===== src/rtl/uart_pkg.sv =====
// uart_pkg: shared UART constants, receive-buffer entry type and receive-path states
package uart_pkg;
    localparam int WIDTH_SIZE = 8;
    typedef struct packed {
        logic                  err;
        logic [WIDTH_SIZE-1:0] data;
    } rx_entry_t;
    typedef enum logic [2:0] {IDLE, START, DATA, PARITY, STOP} state_type;
endpackage


===== src/rtl/rx_fifo_mem.sv =====
// rx_fifo_mem: unreset entry storage with synchronous write and asynchronous read
module rx_fifo_mem
    import uart_pkg::*;
#(
    parameter int DEPTH = 8,
    parameter int AW    = $clog2(DEPTH)
) (
    input  logic            clk,
    input  logic            we,
    input  logic [AW-1:0]   waddr,
    input  rx_entry_t       wdata,
    input  logic [AW-1:0]   raddr,
    output rx_entry_t       rdata
);
    rx_entry_t mem [DEPTH];
    always_ff @(posedge clk)
        if (we) mem[waddr] <= wdata;
    assign rdata = mem[raddr];
endmodule


===== src/rtl/rx_fifo.sv =====
// rx_fifo: first-word-fall-through receive buffer with sticky overflow and saturating parity-error count
module rx_fifo
    import uart_pkg::*;
#(
    parameter int WIDTH_SIZE = uart_pkg::WIDTH_SIZE,
    parameter int DEPTH      = 8,
    parameter int AF_LEVEL   = 6
) (
    input  logic                     clk,
    input  logic                     reset,
    input  logic                     in_valid,
    input  logic                     in_err,
    input  logic [WIDTH_SIZE-1:0]    in_data,
    input  logic                     rd_en,
    output logic                     out_valid,
    output logic [WIDTH_SIZE-1:0]    out_data,
    output logic                     out_err,
    output logic [$clog2(DEPTH):0]   count,
    output logic                     full,
    output logic                     empty,
    output logic                     almost_full,
    output logic                     overflow,
    input  logic                     ovf_clr,
    output logic [7:0]               err_count,
    input  logic                     err_clr
);
    localparam int AW = $clog2(DEPTH);
    localparam logic [AW:0] AF = AF_LEVEL[AW:0];
    logic [AW:0] wr_ptr, rd_ptr;
    logic push, pop, drop;
    rx_entry_t wr_entry, rd_entry;
    assign empty       = wr_ptr == rd_ptr;
    assign full        = (wr_ptr[AW-1:0] == rd_ptr[AW-1:0]) && (wr_ptr[AW] != rd_ptr[AW]);
    assign count       = wr_ptr - rd_ptr;
    assign almost_full = count >= AF;
    assign pop         = rd_en && !empty;
    // a pop on a full FIFO frees the slot the incoming word takes
    assign push        = in_valid && (!full || pop);
    assign drop        = in_valid && full && !pop;
    assign wr_entry    = '{err: in_err, data: in_data};
    assign out_valid   = !empty;
    assign out_data    = empty ? '0 : rd_entry.data;
    assign out_err     = empty ? 1'b0 : rd_entry.err;
    rx_fifo_mem #(.DEPTH(DEPTH)) u_mem (
        .clk   (clk),
        .we    (push),
        .waddr (wr_ptr[AW-1:0]),
        .wdata (wr_entry),
        .raddr (rd_ptr[AW-1:0]),
        .rdata (rd_entry)
    );
    always_ff @(posedge clk or negedge reset) begin
        if (!reset) begin
            wr_ptr    <= '0;
            rd_ptr    <= '0;
            overflow  <= 1'b0;
            err_count <= '0;
        end else begin
            wr_ptr    <= push ? wr_ptr + 1'b1 : wr_ptr;
            rd_ptr    <= pop ? rd_ptr + 1'b1 : rd_ptr;
            overflow  <= drop ? 1'b1 : ovf_clr ? 1'b0 : overflow;
            err_count <= err_clr ? 8'd0 :
                         (in_valid && in_err && err_count != 8'hFF) ? err_count + 8'd1 : err_count;
        end
    end
endmodule


===== config.mk =====
export PLATFORM = sky130hd
export DESIGN_NAME = rx_fifo
export DESIGN_NICKNAME = d
export VERILOG_FILES = /design/src/rtl/uart_pkg.sv /design/src/rtl/rx_fifo_mem.sv /design/src/rtl/rx_fifo.sv
export SDC_FILE = /design/constraint.sdc
export NUM_CORES = 1
export LEC_CHECK = 0
export BUFFER_PORTS_ARGS = -buffer_cell sky130_fd_sc_hd__buf_4
export CORE_UTILIZATION = 58
export DETAILED_ROUTE_END_ITERATION = 8
export PLACE_DENSITY = 0.79
export SLEW_MARGIN = 20
export SYNTH_ARGS = -nofsm -noshare
export SYNTH_HDL_FRONTEND = slang
export SYNTH_SLANG_ARGS = --single-unit

===== constraint.sdc =====
create_clock -name clk -period 3.3 [get_ports clk]
set_input_delay 0.66 -clock clk [delete_from_list [all_inputs] [get_ports clk]]
set_output_delay 0.66 -clock clk [all_outputs]
set_load 0.005 [all_outputs]

==> impl_metrics.toml <==
[logic_synthesis]
synthCells = 216
ys_top_cells_by_area = "edfxtp_1 (58%), dfrtp_1 (11%), mux4_2 (11%)"
syn_nets = 238
ys_warn_count = 0
async_flop_share_pct = 19.1
synth_area_per_cell_sq_um = 17.3
synthFlopType = "edfxtp_1"
ys_seq_elements = 89
yosysSeqAreaShare_pct = 69.4
syn_area_sq_mm = 0.00373
synth-edff-count = 72
yosysTopAreaCell = "edfxtp_1"
yosysTopAreaCellShare_pct = 58.0
synth_cell_types = 39

[timing]
finClkSkew_ps = 11.2
rsz0062_at_grt = "false"
fin_crit_ps = 2880
hold_violations = 0
worst_pin_slew_ps = 994
fin_crit_sh_pct = 87.3
report.final.slew_viol_count = 0
setup_tns_ps = 0
whs_ps = 161
slew_headroom_pct = 33.5
setup_slack_ps = 418
fmax_mhz = 347
setup_viol = 0

[setup_path]
path_class = "reg2out"
crit_chain = "inv_1 -> ha_1 -> nand4_2 -> inv_2 -> nor2_2 -> a22o_1 -> buf_4"
max_stage_delay_ps = 470
critPathArrivalTime_ps = 2220
end_kind = "output pin"
required_ps = 2640
worstPathMaxFanout = 9
start_kind = "register"
slowest_stage = "dfrtp_1"

[clock_tree]
clk_root_buffer_cell = "clkbuf_8"
cts_sinks = 89
htree_levels = 3
ctsResizeCount = 0
cts_setup_buffers = 0
numCtsBuffers = 9
clk_pin_slew_worst_paths_ps = 80
cts_max_path_buffers = 2
hold_buffers = 0
cts_tree = "yes"
insertion_delay_ps = 350

[outcome]
outcome = "finished, final reports clean"

[global_routing]
gr-total-overflow = 0
antenna_found_initial = 0
grt_max_degree = 23
first_global_vias = 2042
grtUsageTotal_pct = 23.2
grt_pass1_wl_microns = 10600

[power]
ir_drop_mv = 0.726
p_comb_share_pct = 42.1
sw_frac_of_total_pct = 32.2
leakage_nw = 1.60
power.switching_w = 0.00124
cell_internal_pwr_w = 0.00261
power.clock.fraction_pct = 18.6
power-per-cell-area_mw_per_mm2 = 886
pwr-share-seq_pct = 39.4

[floorplanning]
fp.coreArea_sq_mm = 0.00606
start_util_pct = 61.5
rows = 28
die_y_microns = 82.2
fp.dieArea_sq_mm = 0.00676
ioPinCount = 41
die_w_microns = 82.2

[routing]
ant_nets = 0
num_vias = 2044
firstDrtPassIters = 4
routed_wl_microns = 6960
drcViolationCount = 0
wire_per_inst_microns = 19.9
first_iter_violations = 91
viasPerCell = 5.86

[final_layout]
drive_above_1_share_pct = 33.6
utilization_pct = 71.8
design_area_sq_mm = 0.00435
antenna_cells = 0
area_growth_pct = 16.7
fin_nets = 291

[worst_hold_path]
hold_path_class = "in2async"

[placement]
portBuffers = 40
hpwlAfterDp_microns = 4660
placed_area_sq_mm = 0.00416
gp_congestion = 0.736
dpl_worst_slack_ps = 730

[flow_run]
drv_cap = 0
## power groups by stage
| stage | clock network, W | registers, W | logic [W] |
|---|---|---|---|
| 2_1_floorplan | 0 | 0.00152 | 0.000978 |
| 3_3_place_gp | 0 | 0.00153 | 0.00160 |
| 3_5_place_dp | 0 | 0.00154 | 0.00165 |
| 4_1_cts | 0.000722 | 0.00152 | 0.00165 |
| 5_1_grt | 0.000766 | 0.00154 | 0.00178 |
| 6_report | 0.000715 | 0.00152 | 0.00162 |
## stage by stage
stage | instances | total power [W]
5_1_grt | 349 | 0.00408
6_report | 349 | 0.00385
2_1_floorplan | 216 | 0.00250
4_1_cts | 349 | 0.00389
3_3_place_gp | 333 | 0.00313
3_5_place_dp | 333 | 0.00319
## path summary, 6_finish.rpt
kind	from	to	slack (ps)	cells past startpoint
hold reg to reg	rd_ptr[3]	rd_ptr[3]	520	1
hold / removal	reset	err_count[3]	160	1
setup reg to reg	wr_ptr[0]	u_mem.mem[1][5]	790	7
setup / recovery	wr_ptr[0]	out_err	420	7
min in group clk	ovf_clr	overflow	500	2
max in group asynchronous	reset	wr_ptr[3]	2940	1
## cells in the final DEF (no fill, tap or decap), types with 3 or more instances in the layout
cell type,n
nand3_1,6
mux4_2,18
ha_1,6
xor2_1,3
nor2_2,3
nand4_1,3
clkbuf_8,9
edfxtp_1,72
nor2_1,13
nor3_1,7
buf_4,48
dfrtp_1,17
nand2_1,6
inv_1,12
a22o_1,9
xnor2_1,6
## logic make-up after synthesis
| logic type | after synthesis | share of synthesized area [%] |
|---|---|---|
| AOI/OAI and AO/OA | 22 | 4.83 |
| xor gates and xnor gates | 10 | 2.55 |
| adders and majority gates | 7 | 2.55 |
| buffers and inverters | 19 | 2.08 |
| DFF | 89 | 69.4 |
| muxes | 22 | 12.0 |
| and+or+nand+nor | 47 | 6.57 |
## routing by layer
layer  vias up  global-route usage [%]  share of wire (%)
met5         -                       0                  0
met4         0                    10.5                1.3
met3        10                    3.30                5.1
met2        65                    40.2                 52
met1      1013                    29.2                 41
li1        956                       -                  -
## cell usage after synthesis (all sizes together), types with 4 or more instances
cell type and count:
edfxtp 72, mux4 18, dfrtp 17, nor2 16
inv 13, a22o 9, nand2 7, nor3 7
xnor2 7, ha 6, nand3 6, buf 4
nand4 4
## flip-flops by register name, summed over array words and instances, names as in the netlist
signal and count:
err_count 8, overflow 1, rd_ptr 4, u_mem.mem 72
wr_ptr 4
## worst max-delay path, delay by kind of cell, from the launching register on
family / cells / cell delay [ps]
fa+ha+maj: 1 / 330
buf+inv: 3 / 280
flops: 1 / 470
compound gates: 1 / 240
simple gates: 2 / 550
## area by class of cell
cell class	instances	area [sq um]
Clock buffer	11	131
Clock inverter	5	56.3
Fill cell	371	1710
Inverter	13	48.8
Multi-Input combinational cell	108	1070
Sequential cell	89	2590
Tap cell	75	93.8
Timing Repair Buffer	48	360
(Power assumes the default switching activity.)
